### src/rtl/ultrasonic_trigger.sv
// HC-SR04-style ranging sequencer: fires a fixed-width trig pulse, times the echo
// response, and enforces a minimum repeat period between trigger rises.
module ultrasonic_trigger #(
    parameter int unsigned TRIG_CYCLES      = 480,
    parameter int unsigned PERIOD_CYCLES    = 2880000,
    parameter int unsigned ECHO_WAIT_CYCLES = 1440000,
    parameter int unsigned ECHO_MAX_CYCLES  = 1824000
) (
    input  logic clk,
    input  logic rst,
    input  logic enable,
    input  logic start,
    input  logic Echo_sign,
    output logic trig,
    output logic busy,
    output logic done,
    output logic timeout
);

    localparam int unsigned PH_W  = 21;
    localparam int unsigned PER_W = 22;

    localparam logic [PH_W-1:0]  TRIG_LAST = PH_W'(TRIG_CYCLES - 1);
    localparam logic [PH_W-1:0]  WAIT_LAST = PH_W'(ECHO_WAIT_CYCLES - 1);
    localparam logic [PH_W-1:0]  ECHO_LAST = PH_W'(ECHO_MAX_CYCLES - 1);
    localparam logic [PER_W-1:0] PER_LAST  = PER_W'(PERIOD_CYCLES - 1);

    typedef enum logic [2:0] {
        S_IDLE,
        S_TRIG,
        S_WAIT_RISE,
        S_WAIT_FALL,
        S_HOLDOFF
    } state_t;

    state_t            state_q, state_d;
    logic [PH_W-1:0]   phase_q, phase_d;
    logic [PER_W-1:0]  period_q, period_d;
    logic              echo_meta_q, echo_sync_q;
    logic              trig_q, trig_d;
    logic              done_q, done_d;
    logic              timeout_q, timeout_d;

    logic              echo_rise;
    logic              echo_fall;

    // Edges are taken between the two synchronizer stages.
    assign echo_rise = echo_meta_q & ~echo_sync_q;
    assign echo_fall = ~echo_meta_q & echo_sync_q;

    always_ff @(posedge clk or posedge rst) begin
        if (rst) begin
            echo_meta_q <= 1'b0;
            echo_sync_q <= 1'b0;
        end else begin
            echo_meta_q <= Echo_sign;
            echo_sync_q <= echo_meta_q;
        end
    end

    always_ff @(posedge clk or posedge rst) begin
        if (rst) begin
            state_q   <= S_IDLE;
            phase_q   <= '0;
            period_q  <= '0;
            trig_q    <= 1'b0;
            done_q    <= 1'b0;
            timeout_q <= 1'b0;
        end else begin
            state_q   <= state_d;
            phase_q   <= phase_d;
            period_q  <= period_d;
            trig_q    <= trig_d;
            done_q    <= done_d;
            timeout_q <= timeout_d;
        end
    end

    always_comb begin
        state_d   = state_q;
        phase_d   = phase_q + 21'd1;
        period_d  = (period_q == PER_LAST) ? period_q : period_q + 22'd1;
        done_d    = 1'b0;
        timeout_d = 1'b0;

        case (state_q)
            S_IDLE: begin
                phase_d  = '0;
                period_d = '0;
                if (start || enable) begin
                    state_d = S_TRIG;
                end
            end
            S_TRIG: begin
                if (phase_q == TRIG_LAST) begin
                    state_d = S_WAIT_RISE;
                    phase_d = '0;
                end
            end
            S_WAIT_RISE: begin
                // An edge on the terminal-count cycle still counts as a rise.
                if (echo_rise) begin
                    state_d = S_WAIT_FALL;
                    phase_d = '0;
                end else if (phase_q == WAIT_LAST) begin
                    state_d   = S_HOLDOFF;
                    timeout_d = 1'b1;
                end
            end
            S_WAIT_FALL: begin
                if (echo_fall) begin
                    state_d = S_HOLDOFF;
                    done_d  = 1'b1;
                end else if (phase_q == ECHO_LAST) begin
                    state_d   = S_HOLDOFF;
                    timeout_d = 1'b1;
                end
            end
            S_HOLDOFF: begin
                phase_d = phase_q;
                if (period_q == PER_LAST) begin
                    if (enable) begin
                        state_d  = S_TRIG;
                        phase_d  = '0;
                        period_d = '0;
                    end else begin
                        state_d = S_IDLE;
                    end
                end
            end
            default: begin
                state_d = S_IDLE;
            end
        endcase

        trig_d = (state_d == S_TRIG);
    end

    assign trig    = trig_q;
    assign busy    = (state_q != S_IDLE);
    assign done    = done_q;
    assign timeout = timeout_q;

endmodule

### config.mk
export PLATFORM = sky130hd
export DESIGN_NAME = ultrasonic_trigger
export DESIGN_NICKNAME = d
export VERILOG_FILES = /design/src/rtl/ultrasonic_trigger.sv
export SDC_FILE = /design/constraint.sdc
export NUM_CORES = 1
export LEC_CHECK = 0
export ABC_AREA = 1
export BUFFER_PORTS_ARGS = -buffer_cell sky130_fd_sc_hd__buf_2
export CORE_MARGIN = 8
export CORE_UTILIZATION = 64
export DETAILED_ROUTE_END_ITERATION = 6
export PLACE_DENSITY = 0.9
export SETUP_SLACK_MARGIN = 0.02
export SYNTH_ARGS = -nofsm -noshare
export SYNTH_HDL_FRONTEND = slang
export SYNTH_SLANG_ARGS = --single-unit
### constraint.sdc
create_clock -name clk -period 4.82 [get_ports clk]
set_input_delay 0.964 -clock clk [delete_from_list [all_inputs] [get_ports clk]]
set_output_delay 0.964 -clock clk [all_outputs]
set_load 0.01 [all_outputs]
==> metrics.txt, run 1 <==
clk buf depth=2; sequential share of the synthesized area=35.9%; worst-case vdd ir drop=176 uV; Synth cell types=34; initial antenna violation count=0; Die ar.=0.00820 sq mm; Tmin final=2.46 ns; global-route wire length before repair=15.7 mm; WHS=0.395 ns; cell count after synthesis=512; Post-Layout Cell Count=590; # resized after CTS=0; P_leak=0.00159 uW; GRT Residual Overflow=0; ys flop type=dfrtp_1; Power per Cell Area=188 mW/mm^2; asr flop ratio synth=100%; layout cells sized above 1=6.95%; EDFF count, synth=0; CP Class=flop to output pin; placed inst area=0.00363 sq mm; Setup TNS=0 ns; RR Startpoint=state_q[0]$_DFF_PP0_; vias in the first global route=3359; total of max-cap violations=0; Power Total=703 uW; DRT antenna net count=0; global-route usage over all layers=23.2%; Via Count=3595; synth-to-layout area growth=4.89%; Max-slew headroom=14.5%; Clk Latency, worst-skew pair=0.30 ns; WP data arrival=1.50 ns; crit path launch=state_q[1]$_DFF_PP0_; H-tree depth=2; WL/cell=16.0 microns; routed vias/inst=6.09; CORE AREA=0.00544 sq mm; final RePlAce weighted congestion=0.956; Slew Limit Fails=0; Die Wd=90.5 microns; Sink Count=51; # DRC=0; min-delay worst type=flop to flop; DRT Wirelength=9.46 mm; maximum clock rate=0.406 GHz; first-pass iteration count of the detailed router=5; total CTS buffers=5; Hold Startpoint=echo_meta_q$_DFF_PP0_; CP Max Fanout=7; endpoint class of the critical path=output pin; Worst-Margin Slew=1.28 ns; CTS tree=done; R2R cell count=8; RSZ-0062 raised after global routing=false; Avg Inst Size Synth=6.95 sq um; Hold Path Cell Cnt=0; outcome=finished clean; largest net degree at the start of global routing=52; Boundary Pins=9; Yosys Warn Count=0; Finished Cell Area=0.00373 sq mm; Post-CTS Setup Inserts=0; Fin. Hold Viols=0; final setup vio count=0; Tcrit/Tclk final=51.1%; Yosys reg bits=51; drt initial violations=491; # rows=27; Crit path required time=3.86 ns; Post-Syn Area=0.00356 sq mm; hold buffers post-CTS=0; Initial Util=65.4%; syn_nets=519; Post-DP HPWL=6.90 mm; Inserted Diodes=0; fin nets=524; Chip Height=90.5 microns; Clock Skew=0.00435 ns; clock transition at the registers of the reported paths=0.09 ns; Root Driver=clkbuf_8; DP Cell Count=582; PortBufs=8; CP Launch Type=flop
## per-stage QoR
step | util, % | setup slack [ns]
2_1_floorplan | - | 2.63
3_3_place_gp | 66.8 | 2.65
3_5_place_dp | 66.8 | 2.55
4_1_cts | 68.6 | 2.34
5_1_grt | 68.6 | 2.26
6_report | 68.6 | 2.36
## synth_stat cells, drive strengths merged, types with 2 or more instances
cell type / count / share of area [%]
xnor2: 4 / 0.99
buf: 9 / 1.7
nand4: 51 / 9.0
ha: 2 / 0.70
o21ai: 11 / 1.5
nand2: 120 / 13
xor2: 18 / 4.4
inv: 54 / 5.7
dfrtp: 51 / 36
a21oi: 9 / 1.3
nand3: 74 / 11
nor3b: 2 / 0.42
clkbuf: 3 / 0.35
nor3: 17 / 3.0
nor2: 78 / 9.3
and2: 2 / 0.35
clkinv: 2 / 0.25
## cell usage in the layout, fill, tap and decap left out, types with 6 or more instances in the layout
cell type | synthesis | final
o21ai_0 | 9 | 9
clkbuf_8 | 0 | 6
buf_2 | 6 | 8
a21oi_1 | 9 | 9
nand2_1 | 117 | 117
xor2_1 | 18 | 18
inv_1 | 52 | 51
nand4_1 | 51 | 51
nand3_1 | 72 | 72
nor3_1 | 14 | 13
nor2_1 | 73 | 73
dfrtp_1 | 51 | 51
## worst paths after layout
check	endpoint	slack, ns
max in group asynchronous	phase_q[13]$_DFFE_PP0P_	3.26
hold reg to reg	echo_sync_q$_DFF_PP0_	0.40
setup / recovery	busy	2.36
min in group asynchronous	period_q[4]$_DFF_PP0_	0.91
hold / removal	echo_sync_q$_DFF_PP0_	0.40
setup reg to reg	phase_q[17]$_DFFE_PP0P_	2.52
## sequential cells by signal, indices dropped and copies added, names as in the netlist
signal and flops:
done 1, echo_meta_q 1, echo_sync_q 1, period_q 22, phase_q 21, state_q 3, timeout 1, trig 1
## kinds of logic (layout without fill, tap and decap cells)
family | after synthesis | after routing | synth area share, %
flops | 51 | 51 | 35.9
buf+inv | 68 | 74 | 7.99
simple gates | 346 | 346 | 46.6
xor+xnor | 22 | 22 | 5.42
fa+ha+maj | 2 | 2 | 0.704
compound gates | 23 | 23 | 3.45
## layer usage
layer  vias to the layer above  part of all wire (%)  GRT usage [%]
met5                         -                     0              0
met4                         0                   1.6           7.07
met3                        22                   9.3           3.33
met2                       199                    44           34.8
met1                      1653                    45           33.3
li1                       1721                     -              -
## layout make-up
cell class	instances	area (sq um)
repair buffers	10	55.1
clock buffers	6	82.6
well taps	72	90.1
clock inverters	2	13.8
inverters	56	211
multi-input cells	393	2000
flip-flops and latches	51	1280
fillers	450	1710
## report_power, final
group | switching (uW) | internal (uW) | total [uW] | leakage, uW
registers | 0.492 | 428 | 429 | 0.000610
logic | 12.7 | 1.55 | 14.2 | 0.000929
clock network | 142 | 118 | 260 | 0.0000516
total | 156 | 548 | 703 | 0.00159
## worst max-delay path, stage by stage, from the launching register on
cell,delay [ns]
dfrtp_1,0.44
nor2_4,0.22
inv_1,0.15
nor2_1,0.16
inv_1,0.08
buf_2,0.14
Note: power is estimated with default switching activity, not from simulation.
==> run 2, diff against run 1 <==
--- a/config.mk
+++ b/config.mk
@@ -5,12 +5,12 @@
 export SDC_FILE = /design/constraint.sdc
 export NUM_CORES = 1
 export LEC_CHECK = 0
-export ABC_AREA = 1
+export ABC_AREA = 0
 export BUFFER_PORTS_ARGS = -buffer_cell sky130_fd_sc_hd__buf_2
 export CORE_MARGIN = 8
-export CORE_UTILIZATION = 64
+export CORE_UTILIZATION = 56
 export DETAILED_ROUTE_END_ITERATION = 6
-export PLACE_DENSITY = 0.9
+export PLACE_DENSITY = 0.85
 export SETUP_SLACK_MARGIN = 0.02
 export SYNTH_ARGS = -nofsm -noshare
 export SYNTH_HDL_FRONTEND = slang
==> constraint.sdc (replaced) <==
create_clock -name clk -period 2 [get_ports clk]
set_input_delay 0.4 -clock clk [delete_from_list [all_inputs] [get_ports clk]]
set_output_delay 0.4 -clock clk [all_outputs]
set_load 0.01 [all_outputs]
==> run 2 against run 1 <==
  * The run now ends with setup timing left
  * Total power grew to 3.3 times the previous value
  * Worst setup slack worse by 2.4 ns
  * Hold slack worse by 0.29 ns
  * Synthesized area fell by 21%
  * Highest routed layer unchanged
  * Largest power group unchanged
  * Clock skew rose by 0.0021 ns
  * First-iteration DRC count fell by 44%
  * Largest cell class unchanged
  * Clock power up 130%
  * Cell count decreased by 31%
  * Non-clock buffer count grew 29
  * Sequential cell count stayed put
  * Die area fell by 7.7%
  * Routed wire length is 18% lower
==> metrics.txt, run 2 <==
Boundary Pins=9 (unchanged); Yosys Warn Count=0 (unchanged); cell count after synthesis=304 (-41%); Tmin final=2.08 ns; total of max-cap violations=0 (unchanged); Via Count=2705 (-25%); hold buffers post-CTS=0 (unchanged); Largest Register=period_q; final core utilization=70.2% (+1.6 points); min-delay worst type=input port to asynchronous set/reset pin; Reg2Reg Setup Slack=-0.08 ns (-2.60 ns); clock transition at the registers of the reported paths=0.09 ns (about the same); worst slack at placement=0.0204 ns (-2.53 ns); global-route wire length before repair=10.5 mm (-33%); CP Class=flop to flop; first-pass iteration count of the detailed router=5 (unchanged); Power Total=2320 uW (+230%); most frequent cells in the layout=51 x dfrtp_1, 28 x nor2_1, 28 x nand2_1; Fin. Hold Viols=0 (unchanged); max reg flops=22 (unchanged); # rows=26 (-3.7%); Worst-Margin Slew=0.487 ns (-0.789 ns); Yosys top cell area share=45.2% (+9.3 points); RSZ-0062 raised after global routing=true; maximum clock rate=0.480 GHz; sequential share of the synthesized area=45.2% (+9.3 points); WHS=0.109 ns (-0.287 ns); Root Driver=clkbuf_8; clk buf depth=2 (unchanged); top post-synthesis cells by count=51 x dfrtp_1, 31 x nand2_1, 28 x nor2_1, 17 x a21oi_1, 17 x nand4_1; initial antenna violation count=0 (unchanged); vias in the first global route=2309 (-31%); Sink Count=51 (unchanged); placed inst area=0.00305 sq mm (-16%); synth top area cells=dfrtp_1 45%, nand2_1 4.1%, nand4_1 3.8%; Max-slew headroom=67.5% (+53 points); Finished Cell Area=0.00349 sq mm (-6.4%); # DRC=0 (unchanged); CTS tree=done; DRT antenna net count=0 (unchanged); largest net degree at the start of global routing=31 (-40%); PortBufs=8 (unchanged); worst-case vdd ir drop=301 uV (+71%); Die Wd=87.0 microns (-3.9%); WP data arrival=2.28 ns (+0.78 ns); total CTS buffers=5 (unchanged); fin nets=345 (-34%); final setup vio count=16 (+16); H-tree depth=2 (unchanged); outcome=finished, violations left; CP Launch Type=flop; ys flop type=dfrtp_1; drt initial violations=273 (-44%); Inserted Diodes=0 (unchanged); Tcrit/Tclk final=104%; Slowest cell on crit path=dfrtp_1; leading cell type in the layout, fill and taps excluded=dfrtp_1; endpoint class of the critical path=flop; Reg-to-Reg End=phase_q[5]$_DFFE_PP0P_; P_leak=0.00150 uW (-5.8%); failing checks=setup timing; final RePlAce weighted congestion=0.886 (-7.3%); crit path cell chain=nor4_1 > and4b_1 > a31oi_4 > buf_6 > clkbuf_16 > a21o_1 > a22o_1; CP peak stage delay=0.48 ns (+0.04 ns); Clk Latency, worst-skew pair=0.30 ns (about the same); Initial Util=56.7% (-8.7 points); crit path launch=phase_q[16]$_DFFE_PP0P_; Power per Cell Area=665 mW/mm^2 (+250%); Die ar.=0.00757 sq mm (-7.7%); routed vias/inst=6.61 (+8.5%); Clock Skew=0.00643 ns (+0.00208 ns); RR Startpoint=phase_q[16]$_DFFE_PP0P_; CORE AREA=0.00498 sq mm (-8.5%); synth-to-layout area growth=23.8%; WL/cell=19.0 microns (+19%); GRT Residual Overflow=0 (unchanged); CP Max Fanout=13 (+6); syn_nets=311 (-40%); Chip Height=87.0 microns (-3.9%); R2R cell count=7 (-1); Synth area leader=dfrtp_1; Post-Syn Area=0.00282 sq mm (-21%); asr flop ratio synth=100% (unchanged); Yosys reg bits=51 (unchanged); cell with the most instances after synthesis=dfrtp_1; post-route setup slack=-0.0822 ns (-2.44 ns); EDFF count, synth=0 (unchanged); Crit path required time=2.20 ns (-1.66 ns); layout cells sized above 1=23.6% (+17 points); Slew Limit Fails=0 (unchanged); Regs by FF count=period_q (22), phase_q (21), state_q (3); Synth cell types=53 (+56%); Post-DP HPWL=4.38 mm (-37%); global-route usage over all layers=17.2% (-5.9 points); Avg Inst Size Synth=9.28 sq um (+34%); DRT Wirelength=7.77 mm (-18%)
==> run 2: cells by family after synthesis <==
group | share of synthesized area, %
mux | 0.399
buf+inv | 3.55
flops | 45.2
simple gates | 29.2
fa+ha+maj | 0.887
compound gates | 16.4
xor+xnor | 4.35
==> run 2: final cells by class <==
cell class                      count  area [sq um]
Sequential cell                    51          1280
Fill cell                         324          1490
Timing Repair Buffer               39           383
Clock buffer                        6          72.6
Inverter                            5          18.8
Tap cell                           70          87.6
Multi-Input combinational cell    236          1640
Clock inverter                      2          12.5
==> run 2: where the power goes <==
| part | internal (uW) | leakage (uW) | switching, uW |
|---|---|---|---|
| Combinational | 186 | 0.000790 | 198 |
| Sequential | 1170 | 0.000667 | 182 |
| Clock | 245 | 0.0000412 | 345 |
==> run 2: worst max-delay path: cells and delay by family, from the launching register on <==
kind,cells,cell delay (ns)
and+or+nand+nor,2,0.70
DFF,1,0.48
AOI/OAI and AO/OA,3,0.46
buffers and inverters,2,0.34
==> run 2: stage by stage <==
step	TNS [ns]	std cells
floorplan	0	304
global placement	0	388
detailed placement	0	388
CTS	0	396
global route	-1.44	409
finish	-0.515	409
==> run 2: repair_timing <==
item / CTS / global route
setup endpoints to repair: 5 / 21
pin swaps: 0 / 7
cloned: 0 / 5
setup buffers: 0 / 8
resized for setup: 1 / 37
==> run 2: how the worst max path moves through the flow <==
stage,to,slack [ns],cells past startpoint
floorplan,phase_q[18]$_DFFE_PP0P_,0.10,8
global placement,phase_q[7]$_DFFE_PP0P_,0.05,5
detailed placement,phase_q[12]$_DFFE_PP0P_,0.02,5
CTS,phase_q[12]$_DFFE_PP0P_,0.0008,5
global route,period_q[11]$_DFF_PP0_,-0.18,7
finish,phase_q[5]$_DFFE_PP0P_,-0.08,7
==> run 2: layer usage <==
layer  GRT usage (%)  wire length, microns
met3            3.68                   613
met4            4.23                   378
met5               0                     0
met2            28.6                  3670
met1            22.2                  3120
